## src/rtl/ex_alu_sequencer_pkg.sv

```systemverilog
// Shared encodings for the EX-stage ALU sequencer: ALUOp, ALU Operation and Funct codes,
// plus the sequencer state enum.
package alu_pkg;

    localparam logic [1:0] ALUOP_ADD   = 2'b00;
    localparam logic [1:0] ALUOP_SUB   = 2'b01;
    localparam logic [1:0] ALUOP_RTYPE = 2'b10;
    localparam logic [1:0] ALUOP_MUL   = 2'b11;

    localparam logic [3:0] OP_ADD = 4'b0010;
    localparam logic [3:0] OP_SUB = 4'b0110;
    localparam logic [3:0] OP_AND = 4'b0000;
    localparam logic [3:0] OP_OR  = 4'b0001;

    // Funct is {funct7[5], funct3}
    localparam logic [3:0] FUNCT_ADD = 4'b0000;
    localparam logic [3:0] FUNCT_SUB = 4'b1000;
    localparam logic [3:0] FUNCT_AND = 4'b0111;
    localparam logic [3:0] FUNCT_OR  = 4'b0110;

    typedef enum logic [1:0] {
        S_IDLE = 2'd0,
        S_MUL  = 2'd1,
        S_DONE = 2'd2
    } state_t;

endpackage

```

## src/rtl/ex_alu_sequencer_if.sv

```systemverilog
// Bundle of ID/EX-side, ALU-side and EX/MEM-side signals around the sequencer.
// Handshake: start qualifies the ID/EX contents; done qualifies result; while stall is high
// the upstream stages hold start/ALUOp/Funct/op_a/op_b frozen.
interface ex_alu_if #(
    parameter int XLEN = 32
);
    logic            start;
    logic [1:0]      ALUOp;
    logic [3:0]      Funct;
    logic            flush;
    logic [XLEN-1:0] op_a;
    logic [XLEN-1:0] op_b;
    logic [XLEN-1:0] alu_result;
    logic [3:0]      Operation;
    logic [XLEN-1:0] alu_a;
    logic [XLEN-1:0] alu_b;
    logic [XLEN-1:0] result;
    logic            done;
    logic            stall;
    logic            illegal;
    alu_pkg::state_t dbg_state;

    modport master (
        output start, ALUOp, Funct, flush, op_a, op_b, alu_result,
        input  Operation, alu_a, alu_b, result, done, stall, illegal, dbg_state
    );

    modport slave (
        input  start, ALUOp, Funct, flush, op_a, op_b, alu_result,
        output Operation, alu_a, alu_b, result, done, stall, illegal, dbg_state
    );

endinterface

```

## src/rtl/ex_alu_sequencer_decode.sv

```systemverilog
// Pure combinational ALUOp/Funct -> ALU Operation decode with illegal-Funct detection.
module alu_op_decode
    import alu_pkg::*;
(
    input  logic [1:0] alu_op,
    input  logic [3:0] funct,
    output logic [3:0] operation,
    output logic       illegal
);

    always_comb begin
        operation = OP_ADD;
        illegal   = 1'b0;
        case (alu_op)
            ALUOP_ADD: operation = OP_ADD;
            ALUOP_SUB: operation = OP_SUB;
            ALUOP_RTYPE: begin
                case (funct)
                    FUNCT_ADD: operation = OP_ADD;
                    FUNCT_SUB: operation = OP_SUB;
                    FUNCT_AND: operation = OP_AND;
                    FUNCT_OR:  operation = OP_OR;
                    default: begin
                        operation = OP_ADD;
                        illegal   = 1'b1;
                    end
                endcase
            end
            // the multiply sequencer only ever needs the adder
            ALUOP_MUL: operation = OP_ADD;
            default:   operation = OP_ADD;
        endcase
    end

endmodule

```

## src/rtl/ex_alu_sequencer.sv

```systemverilog
// EX-stage controller: zero-latency pass-through for single-cycle ops, and a shift-add
// multiply that borrows the shared ALU adder for XLEN cycles while stalling the pipeline.
module ex_alu_sequencer
    import alu_pkg::*;
#(
    parameter int XLEN  = 32,
    parameter int CNT_W = $clog2(XLEN) + 1
) (
    input  logic clk,
    input  logic reset,
    ex_alu_if.slave bus
);

    state_t            state, state_nxt;
    logic [XLEN-1:0]   acc, mcand, mplier;
    logic [CNT_W-1:0]  cnt;

    logic [3:0]        dec_op;
    logic              dec_illegal;

    logic [3:0]        operation_c;
    logic [XLEN-1:0]   alu_a_c, alu_b_c, result_c;
    logic              done_c, stall_c, illegal_c;
    logic              mul_load;

    alu_op_decode u_decode (
        .alu_op    (bus.ALUOp),
        .funct     (bus.Funct),
        .operation (dec_op),
        .illegal   (dec_illegal)
    );

    always_comb begin
        state_nxt   = state;
        operation_c = OP_ADD;
        alu_a_c     = '0;
        alu_b_c     = '0;
        result_c    = '0;
        done_c      = 1'b0;
        stall_c     = 1'b0;
        illegal_c   = 1'b0;
        mul_load    = 1'b0;
        case (state)
            S_IDLE: begin
                if (bus.start) begin
                    operation_c = dec_op;
                    alu_a_c     = bus.op_a;
                    alu_b_c     = bus.op_b;
                    if (bus.ALUOp == ALUOP_MUL) begin
                        // a flushed multiply is never launched, so it must not stall either
                        stall_c  = !bus.flush;
                        mul_load = !bus.flush;
                        if (!bus.flush) state_nxt = S_MUL;
                    end else begin
                        result_c  = bus.alu_result;
                        done_c    = !bus.flush;
                        illegal_c = dec_illegal && !bus.flush;
                    end
                end
            end
            S_MUL: begin
                stall_c     = 1'b1;
                operation_c = OP_ADD;
                alu_a_c     = acc;
                alu_b_c     = mcand;
                if (bus.flush)                            state_nxt = S_IDLE;
                else if (cnt == CNT_W'(XLEN - 1))         state_nxt = S_DONE;
            end
            S_DONE: begin
                result_c  = acc;
                done_c    = !bus.flush;
                state_nxt = S_IDLE;
            end
            default: state_nxt = S_IDLE;
        endcase
    end

    always_ff @(posedge clk) begin
        if (reset) begin
            state  <= S_IDLE;
            acc    <= '0;
            mcand  <= '0;
            mplier <= '0;
            cnt    <= '0;
        end else begin
            state <= state_nxt;
            if (mul_load) begin
                acc    <= '0;
                mcand  <= bus.op_a;
                mplier <= bus.op_b;
                cnt    <= '0;
            end else if (state == S_MUL) begin
                if (mplier[0]) acc <= bus.alu_result;
                mcand  <= mcand << 1;
                mplier <= mplier >> 1;
                cnt    <= cnt + 1'b1;
            end
        end
    end

    assign bus.Operation = operation_c;
    assign bus.alu_a     = alu_a_c;
    assign bus.alu_b     = alu_b_c;
    assign bus.result    = result_c;
    assign bus.done      = done_c;
    assign bus.stall     = stall_c;
    assign bus.illegal   = illegal_c;
    assign bus.dbg_state = state;

endmodule

```

## src/flat_wrapper.sv

```systemverilog
// flat-port wrapper written by rule: the top's interface ports become plain ports
module ex_alu_sequencer_flat import alu_pkg::*;
#(
    parameter int XLEN  = 32,
    parameter int CNT_W = $clog2(XLEN) + 1
)
  (clk, reset, bus_start, bus_ALUOp, bus_Funct, bus_flush, bus_op_a, bus_op_b, bus_alu_result, bus_Operation, bus_alu_a, bus_alu_b, bus_result, bus_done, bus_stall, bus_illegal, bus_dbg_state);
  ex_alu_if #(.XLEN(XLEN)) bus_i ();
  input  logic clk;
  input  logic reset;
  input wire logic [$bits(bus_i.start)-1:0] bus_start;
  input wire logic [$bits(bus_i.ALUOp)-1:0] bus_ALUOp;
  input wire logic [$bits(bus_i.Funct)-1:0] bus_Funct;
  input wire logic [$bits(bus_i.flush)-1:0] bus_flush;
  input wire logic [$bits(bus_i.op_a)-1:0] bus_op_a;
  input wire logic [$bits(bus_i.op_b)-1:0] bus_op_b;
  input wire logic [$bits(bus_i.alu_result)-1:0] bus_alu_result;
  output wire logic [$bits(bus_i.Operation)-1:0] bus_Operation;
  output wire logic [$bits(bus_i.alu_a)-1:0] bus_alu_a;
  output wire logic [$bits(bus_i.alu_b)-1:0] bus_alu_b;
  output wire logic [$bits(bus_i.result)-1:0] bus_result;
  output wire logic [$bits(bus_i.done)-1:0] bus_done;
  output wire logic [$bits(bus_i.stall)-1:0] bus_stall;
  output wire logic [$bits(bus_i.illegal)-1:0] bus_illegal;
  output wire logic [$bits(bus_i.dbg_state)-1:0] bus_dbg_state;
  assign bus_i.start = bus_start;
  assign bus_i.ALUOp = bus_ALUOp;
  assign bus_i.Funct = bus_Funct;
  assign bus_i.flush = bus_flush;
  assign bus_i.op_a = bus_op_a;
  assign bus_i.op_b = bus_op_b;
  assign bus_i.alu_result = bus_alu_result;
  assign bus_Operation = bus_i.Operation;
  assign bus_alu_a = bus_i.alu_a;
  assign bus_alu_b = bus_i.alu_b;
  assign bus_result = bus_i.result;
  assign bus_done = bus_i.done;
  assign bus_stall = bus_i.stall;
  assign bus_illegal = bus_i.illegal;
  assign bus_dbg_state = bus_i.dbg_state;
  ex_alu_sequencer #(.XLEN(XLEN), .CNT_W(CNT_W)) u_core (.clk(clk), .reset(reset), .bus(bus_i));
endmodule
```

## config.mk

```make
export PLATFORM = sky130hd
export DESIGN_NAME = ex_alu_sequencer_flat
export DESIGN_NICKNAME = d
export VERILOG_FILES = /design/src/rtl/ex_alu_sequencer_pkg.sv /design/src/rtl/ex_alu_sequencer_if.sv /design/src/rtl/ex_alu_sequencer_decode.sv /design/src/rtl/ex_alu_sequencer.sv /design/src/flat_wrapper.sv
export SDC_FILE = /design/constraint.sdc
export NUM_CORES = 1
export LEC_CHECK = 0
export ABC_AREA = 1
export CAP_MARGIN = 20
export CORE_MARGIN = 2
export CORE_UTILIZATION = 47
export CTS_CLUSTER_SIZE = 14
export DETAILED_ROUTE_END_ITERATION = 7
export GPL_TIMING_DRIVEN = 0
export PLACE_DENSITY = 0.81
export SLEW_MARGIN = 20
export SYNTH_ARGS = -nofsm -noshare
export SYNTH_HDL_FRONTEND = slang
export SYNTH_HIERARCHICAL = 1
export SYNTH_SLANG_ARGS = --single-unit
```

## constraint.sdc

```tcl
create_clock -name clk -period 1.4 [get_ports clk]
set_input_delay 0.28 -clock clk [delete_from_list [all_inputs] [get_ports clk]]
set_output_delay 0.28 -clock clk [all_outputs]
set_load 0.01 [all_outputs]
```

==> results of run 1 <==
-- cell type report --
type / count / area [sq um]
well taps: 176 / 220.2
multi-input cells: 642 / 4800
fillers: 629 / 1907
inverters: 148 / 573.1
plain buffers: 78 / 882.1
clock inverters: 6 / 82.58
repair buffers: 263 / 2555
clock buffers: 10 / 239.0
flip-flops and latches: 104 / 2090
-- timing repair --
item | in CTS | in global routing
buffers inserted | 13 | 21
pin swaps | 2 | 52
setup endpoints to repair | 197 | 203
resized for setup | 519 | 378
gates cloned | 2 | 22
-- path summary, 6_finish.rpt --
check	start	end	slack, ns	cells past startpoint
hold reg to reg	u_core/acc[1]$_SDFFE_PP0P_	u_core/acc[1]$_SDFFE_PP0P_	0.47	2
hold / removal	u_core/acc[1]$_SDFFE_PP0P_	u_core/acc[1]$_SDFFE_PP0P_	0.47	2
setup reg to reg	u_core/bus.dbg_state[1]$_SDFFE_PP0P_	u_core/mplier[20]$_SDFFE_PP0P_	-0.42	7
setup / recovery	u_core/bus.dbg_state[1]$_SDFFE_PP0P_	bus_result[18]	-0.64	7
-- cells in the mapped netlist (2+ instances only) --
cell and count:
clkbuf_1 18, o22ai_1 63, nand3_2 41, nor3_1 2, nor2_1 18, nand3_1 125, a21oi_1 61, inv_1 147
buf_2 43, a21oi_2 40, nand2_1 240, buf_6 9, buf_8 4, nor2_2 2, or2_1 2, ha_1 3
o21ai_0 33, buf_4 4, dfxtp_1 104, nand2_2 2
-- power breakdown --
part,switching (W),total (W),internal (W)
logic,0.00113,0.00215,0.00102
registers,0.0000677,0.00309,0.00302
clock network,0.00126,0.00287,0.00161
-- per-stage QoR --
step	utilization	hold WS, ns	instances	power, W	setup TNS (ns)
6_report	0.8571	0.4714	1427	0.008111	-96.31
5_1_grt	0.8571	0.4901	1427	0.008229	-93.78
4_1_cts	0.7201	0.4593	1386	0.007411	-55.31
3_5_place_dp	0.6849	0.4509	1356	0.004700	-151.78
3_3_place_gp	0.6849	0.4474	1356	0.004684	-149.50
2_1_floorplan	-	0.3503	971	0.003864	-0.1196
-- cells by family after synthesis --
| group | count (synthesis) | share of synthesized area |
|---|---|---|
| AND/OR/NAND/NOR | 437 | 0.3226 |
| buffers and inverters | 228 | 0.1622 |
| AO/OA/AOI/OAI | 198 | 0.1884 |
| flip-flops | 104 | 0.3205 |
| adder cells (fa/ha/maj) | 3 | 0.005779 |
| other | 1 | 0.0005773 |
-- metal layers --
metal  track usage  up-vias
met5             0        -
met2        0.5492     1045
li1              -     3722
met4        0.1516        0
met3       0.04541      381
met1        0.4402     4343
-- state kept, by name (all words and copies together), names as in the netlist --
register              cells
u_core/acc               32
u_core/mcand             32
u_core/mplier            32
u_core/cnt                6
u_core/bus.dbg_state      2
-- worst min-delay path, stage by stage, from the launching register on --
cell	delay, ns
dfxtp_1	0.32
nand2_1	0.07
a21oi_2	0.04
==> results.json, run 1 <==
{
  "syn-instance-count": 971,
  "drtAntennaViolNets": 0,
  "met1_length_mm": 11.98,
  "drv_slew": 0,
  "drc": 0,
  "crit_top_cell": "buf_6",
  "drt_wl_total_mm": 36.78,
  "synthTopCellsByArea": "dfxtp_1 32%, nand2_1 14%, nand3_1 9.6%",
  "hold_violations": 0,
  "routedWlPerCell_um": 25.78,
  "dr_wl_met3_mm": 4.938,
  "fin_area_sq_um": 11440,
  "synth-main-ff-cell": "dfxtp_1",
  "yosysWarnings": 6,
  "fp-row-count": 42,
  "start_kind": "flip-flop",
  "cts.path.max_buffers": 2,
  "ctsHtreeMaxLevel": 3,
  "grt_pass1_vias": 7288,
  "yosysTopAreaCellShare": 0.3205,
  "drtIter0Drc": 1544,
  "hp-class": "flip-flop to flip-flop",
  "synth_nets": 1080,
  "die_area_sq_um": 14780,
  "worst_pin_slew_ns": 0.8218,
  "cts_inserted_buffers": 9,
  "cts_hold_buffers": 0,
  "cp-end-kind": "output pin",
  "final_nets": 1355,
  "path_cells": "nor2_4 > buf_6 > buf_12 > nand3_4 > buf_6 > o22ai_2 > buf_2",
  "clock-sinks": 104,
  "path_class": "flip-flop to output pin",
  "slowest_stage": "dfxtp_4",
  "numPortBuffers": 209,
  "layout_common_cells": "149 x nand2_1, 144 x inv_1, 112 x nand3_1",
  "grt_setup_unrepaired": "true",
  "synth-edff-count": 0,
  "peakVddDrop_mv": 0.6555,
  "setup_viol": 205,
  "place_area_sq_um": 9143,
  "slew_headroom": 0.4522,
  "highest_layer": "met4",
  "layout_commonest_cell": "nand2_1",
  "die-width_um": 121.6,
  "syn_to_final_growth_pct": 76.12,
  "fmax_mhz": 489.1,
  "tritoncts": "done",
  "crit_fanout": 5,
  "cp.arrival_ns": 1.76,
  "coreArea_sq_um": 13350,
  "postSynthRegisterBits": 104,
  "place.gp.congestion": 0.9516,
  "dpl_worst_slack_ns": -1.169,
  "cp.required_ns": 1.12,
  "slowest_delay_ns": 0.37,
  "setup_slack_ns": -0.6444,
  "dr_total_vias": 9491,
  "violations": "setup timing",
  "ioPinCount": 211,
  "timing.final.crit_share": 1.460,
  "viasPerCell": 6.651,
  "die_h_um": 121.6,
  "async_flop_share": 0,
  "cts_root_buf": "clkbuf_16",
  "post-dp-hpwl_mm": 18.05,
  "antenna_found_initial": 1,
  "grt_first_pass_wirelength_mm": 38.59,
  "path_clk_slew_ns": 0.08,
  "dr.pass1.iters": 7,
  "synth_top_area_cell": "dfxtp_1",
  "pwr_density_cell_nw_per_um2": 709.0,
  "status": "complete, but fails checks",
  "syn_area_sq_um": 6496,
  "cap_violations": 0,
  "initial_core_util": 0.4867,
  "yosysSeqAreaShare": 0.3205,
  "synth_area_per_cell_sq_um": 6.690,
  "clock_skew_ns": 0.01448,
  "dr_wl_met2_mm": 15.96,
  "grt_max_degree": 17,
  "grt_overflow": 0,
  "clock_latency_ns": 0.37,
  "synth_cell_types": 30,
  "path_buf_inv": 4,
  "crit_family": "buffers and inverters",
  "grt_usage": 0.3350,
  "drive_above_1_share": 0.4716,
  "antenna_cells": 0,
  "period_needed_ns": 2.044,
  "power_leakage_nw": 4.837
}
No activity file was read; power rests on OpenSTA's default activity.
==> inputs of run 2 (changes only) <==
SLEW_MARGIN = default   (was 20)
==> results of run 2 <==
The final DEF is identical to that of run 1; final timing and power are the same.
